File: src/rtl/ift_trace_recorder.sv
// ift_trace_recorder
// Response-side trace recorder for IFT taint experiments. On every phase
// strobe it samples the traced device's data output (q) and taint output
// (q_t), tags the sample with the stimulus vector index and phase, and
// pushes the tagged record into a small FIFO drained by a valid/ready reader.
// In change-only mode a strobe is recorded only when {q,q_t} differs from the
// previous strobe (the first strobe after reset/clear is always recorded).
//
// Ports:
//   clk        in   clock, rising edge
//   rst        in   synchronous reset, active-high
//   clear      in   synchronous flush of FIFO, statistics and change filter
//   sample_en  in   one-cycle strobe: capture q/q_t this cycle
//   vec_idx    in   vector index tag (IDX_W)
//   phase      in   phase tag (2)
//   q          in   traced data output (DATA_W)
//   q_t        in   traced taint output (TAINT_W)
//   on_change  in   1 = record only on change, 0 = record every strobe
//   rec_valid  out  FIFO head holds a record
//   rec_ready  in   reader accepts the head record
//   rec_data   out  head record {vec_idx, phase, q, q_t}, MSB first
//   count      out  records currently stored
//   overflow   out  sticky: a record was dropped on a full FIFO
//   drop_cnt   out  dropped records, saturating at 255
//
// DEPTH must be a power of 2 so the pointers wrap by natural overflow.

module ift_trace_recorder #(
   parameter int DATA_W  = 2,
   parameter int TAINT_W = 32,
   parameter int IDX_W   = 3,
   parameter int DEPTH   = 8
) (
   input  logic                              clk,
   input  logic                              rst,
   input  logic                              clear,
   input  logic                              sample_en,
   input  logic [IDX_W-1:0]                  vec_idx,
   input  logic [1:0]                        phase,
   input  logic [DATA_W-1:0]                 q,
   input  logic [TAINT_W-1:0]                q_t,
   input  logic                              on_change,
   output logic                              rec_valid,
   input  logic                              rec_ready,
   output logic [IDX_W+2+DATA_W+TAINT_W-1:0] rec_data,
   output logic [$clog2(DEPTH):0]            count,
   output logic                              overflow,
   output logic [7:0]                        drop_cnt
);

   localparam int PTR_W  = $clog2(DEPTH);
   localparam int CNT_W  = PTR_W + 1;
   localparam int SAMP_W = DATA_W + TAINT_W;
   localparam int REC_W  = IDX_W + 2 + SAMP_W;

   logic [REC_W-1:0]  mem_r [DEPTH];
   logic [PTR_W-1:0]  wr_ptr_r;
   logic [PTR_W-1:0]  rd_ptr_r;
   logic [CNT_W-1:0]  count_r;
   logic              valid_r;
   logic [REC_W-1:0]  head_r;
   logic              overflow_r;
   logic [7:0]        drop_cnt_r;
   logic [SAMP_W-1:0] last_r;
   logic              first_r;

   logic [SAMP_W-1:0] samp_s;
   logic [REC_W-1:0]  wr_data_s;
   logic              full_s;
   logic              cand_s;
   logic              pop_s;
   logic              push_s;
   logic              drop_s;
   logic [PTR_W-1:0]  wr_ptr_nx_s;
   logic [PTR_W-1:0]  rd_ptr_nx_s;
   logic [CNT_W-1:0]  count_nx_s;
   logic [REC_W-1:0]  head_nx_s;
   logic [7:0]        drop_cnt_nx_s;

   // Candidate filtering, push/pop/drop decisions and next-state values.
   always_comb begin
      samp_s        = {q, q_t};
      wr_data_s     = {vec_idx, phase, q, q_t};
      full_s        = (count_r == CNT_W'(DEPTH));
      pop_s         = valid_r & rec_ready;
      cand_s        = 1'b0;
      push_s        = 1'b0;
      drop_s        = 1'b0;
      wr_ptr_nx_s   = wr_ptr_r;
      rd_ptr_nx_s   = rd_ptr_r;
      count_nx_s    = count_r;
      head_nx_s     = '0;
      drop_cnt_nx_s = drop_cnt_r;

      if (sample_en && (!on_change || first_r || (samp_s != last_r))) begin
         cand_s = 1'b1;
      end else begin
         cand_s = 1'b0;
      end

      // A pop in the same cycle frees the slot a full FIFO would otherwise lack.
      push_s = cand_s & (~full_s | pop_s);
      drop_s = cand_s & full_s & ~pop_s;

      if (push_s) begin
         wr_ptr_nx_s = wr_ptr_r + PTR_W'(1);
      end else begin
         wr_ptr_nx_s = wr_ptr_r;
      end

      if (pop_s) begin
         rd_ptr_nx_s = rd_ptr_r + PTR_W'(1);
      end else begin
         rd_ptr_nx_s = rd_ptr_r;
      end

      if (push_s && !pop_s) begin
         count_nx_s = count_r + CNT_W'(1);
      end else if (pop_s && !push_s) begin
         count_nx_s = count_r - CNT_W'(1);
      end else begin
         count_nx_s = count_r;
      end

      // Registered head: forward the write data when it lands in the slot
      // that becomes the new head, since mem is only written at this edge.
      if (count_nx_s == CNT_W'(0)) begin
         head_nx_s = '0;
      end else if (push_s && (wr_ptr_r == rd_ptr_nx_s)) begin
         head_nx_s = wr_data_s;
      end else begin
         head_nx_s = mem_r[rd_ptr_nx_s];
      end

      if (drop_s && (drop_cnt_r != 8'd255)) begin
         drop_cnt_nx_s = drop_cnt_r + 8'd1;
      end else begin
         drop_cnt_nx_s = drop_cnt_r;
      end
   end

   // Control state; clear acts exactly like rst and overrides any strobe.
   always_ff @(posedge clk) begin
      if (rst || clear) begin
         wr_ptr_r   <= '0;
         rd_ptr_r   <= '0;
         count_r    <= '0;
         valid_r    <= 1'b0;
         head_r     <= '0;
         overflow_r <= 1'b0;
         drop_cnt_r <= 8'd0;
         last_r     <= '0;
         first_r    <= 1'b1;
      end else begin
         wr_ptr_r   <= wr_ptr_nx_s;
         rd_ptr_r   <= rd_ptr_nx_s;
         count_r    <= count_nx_s;
         valid_r    <= (count_nx_s != CNT_W'(0));
         head_r     <= head_nx_s;
         overflow_r <= overflow_r | drop_s;
         drop_cnt_r <= drop_cnt_nx_s;
         // The change filter tracks every strobe, stored or dropped.
         if (sample_en) begin
            last_r  <= samp_s;
            first_r <= 1'b0;
         end else begin
            last_r  <= last_r;
            first_r <= first_r;
         end
      end
   end

   // Record storage; contents are not cleared, only the pointers are.
   always_ff @(posedge clk) begin
      if (push_s && !rst && !clear) begin
         mem_r[wr_ptr_r] <= wr_data_s;
      end
   end

   assign rec_valid = valid_r;
   assign rec_data  = head_r;
   assign count     = count_r;
   assign overflow  = overflow_r;
   assign drop_cnt  = drop_cnt_r;

endmodule

File: config.mk
export PLATFORM = sky130hd
export DESIGN_NAME = ift_trace_recorder
export DESIGN_NICKNAME = d
export VERILOG_FILES = /design/src/rtl/ift_trace_recorder.sv
export SDC_FILE = /design/constraint.sdc
export NUM_CORES = 1
export LEC_CHECK = 0
export CORE_AREA = 2 2 181 183
export DETAILED_ROUTE_END_ITERATION = 16
export DIE_AREA = 0 0 183 185
export GPL_TIMING_DRIVEN = 0
export PLACE_DENSITY = 0.79
export SLEW_MARGIN = 20
export SYNTH_ARGS = -nofsm -noshare
export SYNTH_HDL_FRONTEND = slang
export SYNTH_SLANG_ARGS = --single-unit
File: constraint.sdc
create_clock -name clk -period 13.82 [get_ports clk]
set_input_delay 2.764 -clock clk [delete_from_list [all_inputs] [get_ports clk]]
set_output_delay 2.764 -clock clk [all_outputs]
set_load 0.005 [all_outputs]
# Yosys cells after proc, flatten, opt, wreduce, memory -nomap -nowiden
# Memory sizes are Yosys's and may differ from the RTL's. A register that Yosys moved wholly into a read port is not among the register bits.
# Index checks and enable logic that the tools add are counted.
[word_totals]
out_inout_bits = 53
wordCells = 48
regBits = 55
mem_bits_rw = 312
memories = 1
[op_classes]
mux = 6
reduce_logical = 17
n_bitwise = 8
n_addsub = 5
eq_ne = 3
[memory_table]
columns = ["memory", "depth", "word_bits", "rd", "rd_ports_with_merged_regs", "wr", "line", "rtl"]
rows = [
  ["mem_r", 8, 39, 1, 1, 1, "56", "logic [REC_W-1:0] mem_r [DEPTH];"],
]
[op_table]
columns = ["operator", "count"]
rows = [
  ["$ne 34x34->1", 1],
  ["$add 8x1->8 const B", 1],
  ["$mux 4", 2],
  ["$ne 8x8->1 const B", 1],
  ["$add 3x1->3 const B", 2],
  ["$logic_and 1x1->1", 6],
  ["$logic_not 1->1", 5],
  ["$add 4x1->4 const B", 1],
  ["$and 1x1->1", 4],
  ["$eq 4x4->1 const B", 1],
  ["$logic_not 4->1", 1],
  ["$reduce_bool 4->1", 1],
  ["$sub 4x1->4 const B", 1],
  ["$logic_or 1x1->1", 3],
  ["$mux 1", 3],
  ["$mux 3", 1],
  ["$not 1->1", 2],
  ["$or 1x1->1", 2],
  ["$reduce_or 2->1", 1],
]

# Longest topological paths before layout
[depth]
ltp_word = 12
ltp_mapped = 10
depth_no_buf = 9

# Worst setup path before layout
# OpenSTA, ideal clock, no wires.
[synth_path]
path_type = "input port to flip-flop"
from = "in sample_en"
to = "mem mem_r[4][0] (netlist name), enable pin"
path_buffers = 2
setup_ps = 484
path_stages = 6
setup_slack_ps = 6842
t_required_ps = 13336
arrival_time_ps = 6494
path_cell_list = "clkbuf_1 -> o31ai_4 -> nor2b_1 -> buf_2 -> nand3_1 -> nor3_1"
[synth_via]
elab_chain_len = 7
[synth_rtl]
columns = ["element", "line", "rtl"]
rows = [
  ["from (decl)", "37", "input logic sample_en,"],
  ["$logic_and 1x1->1", "95", "if (sample_en && (!on_change || first_r || (samp_s != last_r))) begin"],
  ["$mux 1", "95", ""],
  ["$and 1x1->1", "102", "push_s = cand_s & (~full_s | pop_s);"],
  ["$logic_and 1x1->1 (2 in series)", "175", "if (push_s && !rst && !clear) begin"],
  ["$mux 1", "175", ""],
  ["$mux 1 (not written as such)", "176", "mem_r[wr_ptr_r] <= wr_data_s;"],
  ["to (decl)", "56", ""],
]
# Every way passes these cells.

# Worst setup path in the final report
[layout_path]
from = "in q_t[0]"
to = "reg head_r[0], in the netlist rec_data[0], read port of mem_r"
[layout_via]
elab_chain_len = 11
elab_cells_between_ends = 12
[layout_rtl]
columns = ["element", "line", "rtl"]
rows = [
  ["from (decl)", "41", "input logic [TAINT_W-1:0] q_t,"],
  ["$ne 34x34->1 (*)", "95", ""],
  ["$logic_or 1x1->1 (*)", "95", ""],
  ["$logic_and 1x1->1 (*)", "95", ""],
  ["$mux 1 (*)", "95", ""],
  ["$and 1x1->1 (*)", "102", ""],
  ["$logic_not 1->1", "119", "end else if (pop_s && !push_s) begin"],
  ["$logic_and 1x1->1", "119", ""],
  ["$mux 4", "119", ""],
  ["$mux 4 (*)", "117", "if (push_s && !pop_s) begin"],
  ["$logic_not 4->1 (*)", "127", "if (count_nx_s == CNT_W'(0)) begin"],
  ["$reduce_or 2->1 (no source line) (*)", "-", ""],
  ["to (decl)", "61", "logic [REC_W-1:0] head_r;"],
]
# Every way passes the cells marked *; elsewhere a longest branch is shown, timed or not.
# A chain may end at the register's enable or synchronous reset.

==> run metrics <==
status complete, no violations; clock buffer depth 3; CTS tree done; DR vias/cell 5.76; Core Region 32000 µm²; postcts setup bufs 0; number of synthesized flops with an enable pin 312; register bit total from synthesis 406; fin crit period 6.28 ns; initial DRC count 791; initial antenna violation count 0; Setup WS pre-CTS 7.11 ns; # DRC 0; sequential share of the synthesized area 0.712; Hold Path Sink overflow; post-synthesis instance total 872; post-DR wirelength/cell 23.5 µm; cell area after layout 19100 µm²; CP Launch Type input port; Initial Util 0.493; Synth cell types 36; static leakage 6.82 nW; clk slew on worst S/H paths 0.06 ns; share of cells above drive strength 1 0.220; gr usage total 0.209; Yosys warnings 0; Die Y 185 µm; Max-Cap Viols 0; largest net degree at the start of global routing 21; first-pass GRT wire length 52800 µm; FF-to-FF setup slack 10.19 ns; vias 8503; Non-Filler Instances 1475; root buffer cell clkbuf_16; CTS H-tree lvls 2; die footprint 33900 µm²; Area Growth Syn to Fin 21.1%; Least-Margin Pin Slew 0.962 ns; hold path depth 2; r2r worst-path depth 10; ANT cells 0; number of setup violations in the final report 0; Final Max Slew Viols 0; Final GP Congestion 0.734; placed insts 1399; Final Worst Setup Slack 7.54 ns; Resized Gates After CTS 0; Num CTS Buffers 41; first-pass detailed-route iteration total 7; WP data required 14.20 ns; gr ovfl total 0; Highest Clock Rate 159 MHz; Skew-Pair Late Insertion Delay 0.53 ns; crit path capture type register; HP Class reg -> reg; Crit Path Class in -> reg; reg-to-reg startpoint last_r[32]; peak supply drop 0.0856 mV; detailed placer's ending HPWL 21800 µm; fin nets 1084; Top FF cell, synth edfxtp_1; setup_tns 0 ns; syn_nets 922; pwr/cell area 138 nW/µm²; critical path arrival 6.66 ns; Chip Width 183 µm; Worst Clk Skew 0.0116 ns; synthesized area 15800 µm²; DP Area 17700 µm²; post-route ant nets 0; Mean Syn Cell Area 18.1 µm²; Port Buf Inserts 96; clock sinks 406; CP Max Fanout 11; crit share post-route 0.454; hold buffer count at CTS 0; r2r endpoint rec_data[0]; Final Hold Vio Count 0; vias in the first global route 8893; Ports 98; Hold Path Origin overflow; Total Wirelength 34600 µm; # rows 66; Async SR Flop Fraction 0; Slew headroom 0.359; RSZ-0062 raised after global routing false
## state kept, by name, indices dropped and copies added, names as in the netlist
signal,cells
rec_valid,1
first_r,1
wr_ptr_r,3
mem_r,312
drop_cnt,8
count,4
overflow,1
last_r,34
rec_data,39
rd_ptr_r,3
## synth_stat cells (4+ instances only)
cell | instances | share of area
nor2_1 | 102 | 0.024
clkbuf_1 | 24 | 0.0057
nand2_1 | 13 | 0.0031
edfxtp_1 | 312 | 0.59
buf_1 | 4 | 0.00095
nand3_1 | 5 | 0.0016
ha_1 | 5 | 0.0040
mux2i_1 | 80 | 0.051
nand4_1 | 4 | 0.0016
buf_2 | 13 | 0.0041
nor3_1 | 5 | 0.0016
mux4_2 | 78 | 0.11
xnor2_1 | 6 | 0.0033
a21oi_1 | 4 | 0.0013
nor4_1 | 8 | 0.0032
xor2_1 | 43 | 0.024
buf_6 | 4 | 0.0028
dfxtp_1 | 94 | 0.12
a211oi_2 | 40 | 0.032
## cell families after synthesis
kind of cell	after synthesis	synth area share
adder cells (fa/ha/maj)	5	0.00396
XOR/XNOR	50	0.0282
multiplexers	158	0.162
AND/OR/NAND/NOR	150	0.0405
AO/OA/AOI/OAI	54	0.0393
flip-flops	406	0.712
buffers and inverters	49	0.0146
## per-stage QoR
| step | total power [mW] | util | hold WS (ns) |
|---|---|---|---|
| 3_5_place_dp | 1.52 | 0.554 | 0.477 |
| 2_1_floorplan | 1.45 | - | 0.440 |
| 5_1_grt | 2.71 | 0.598 | 0.503 |
| 4_1_cts | 2.65 | 0.597 | 0.486 |
| 3_3_place_gp | 1.51 | 0.539 | 0.461 |
| 6_report | 2.63 | 0.598 | 0.491 |
## area by class of cell
class / count / area [µm²]
Multi-Input combinational cell: 417 / 4390
Buffer: 45 / 215
Timing Repair Buffer: 119 / 1370
Clock inverter: 23 / 236
Fill cell: 2268 / 12900
Tap cell: 408 / 510
Inverter: 4 / 15.0
Clock buffer: 53 / 1160
Sequential cell: 406 / 11300
## layer usage
metal | vias up | track usage | wire length (µm)
li1 | 3723 | - | -
met1 | 4376 | 0.274 | 14200
met2 | 338 | 0.354 | 17200
met3 | 66 | 0.0431 | 2300
met4 | 0 | 0.0650 | 886
met5 | - | 0 | 0
## cell usage in the layout, fill, tap and decap left out, types with 6 or more instances in the layout
master	instances
buf_4	7
clkdlybuf4s50_1	96
a211oi_2	40
edfxtp_1	312
xnor2_1	6
buf_2	13
buf_6	8
nor4_1	8
nor2_1	96
mux4_2	78
clkbuf_1	29
clkinv_1	8
mux2i_1	80
buf_16	10
clkbuf_16	43
dfxtp_1	94
nand2_1	13
nor2_4	6
clkinv_2	8
xor2_1	43
## power by group
| part | switching (mW) | internal [mW] |
|---|---|---|
| logic | 0.0864 | 0.0722 |
| registers | 0.00681 | 1.33 |
| clock network | 0.451 | 0.688 |
## worst max-delay path by stage
stage / startpoint / endpoint / slack (ns) / cells past startpoint
after floorplan: sample_en / mem_r[4][0] / 6.84 / 6
after global placement: q[0] / mem_r[4][30] / 3.31 / 9
after detailed placement: q[0] / rec_data[30] / 7.11 / 11
after CTS: q_t[0] / rec_data[33] / 7.62 / 11
after global routing: q_t[0] / rec_data[33] / 7.44 / 11
final: q_t[0] / rec_data[0] / 7.54 / 11
## worst max-delay path: stages
cell	delay [ns]
clkdlybuf4s50_1	0.64
xor2_1	0.26
nor4_1	0.53
nand3_1	0.22
o31ai_4	0.64
nor2b_1	0.11
buf_2	0.22
nand3_1	0.27
buf_2	0.36
buf_2	0.46
a211oi_2	0.16
Note: power is estimated with default switching activity, not from simulation.
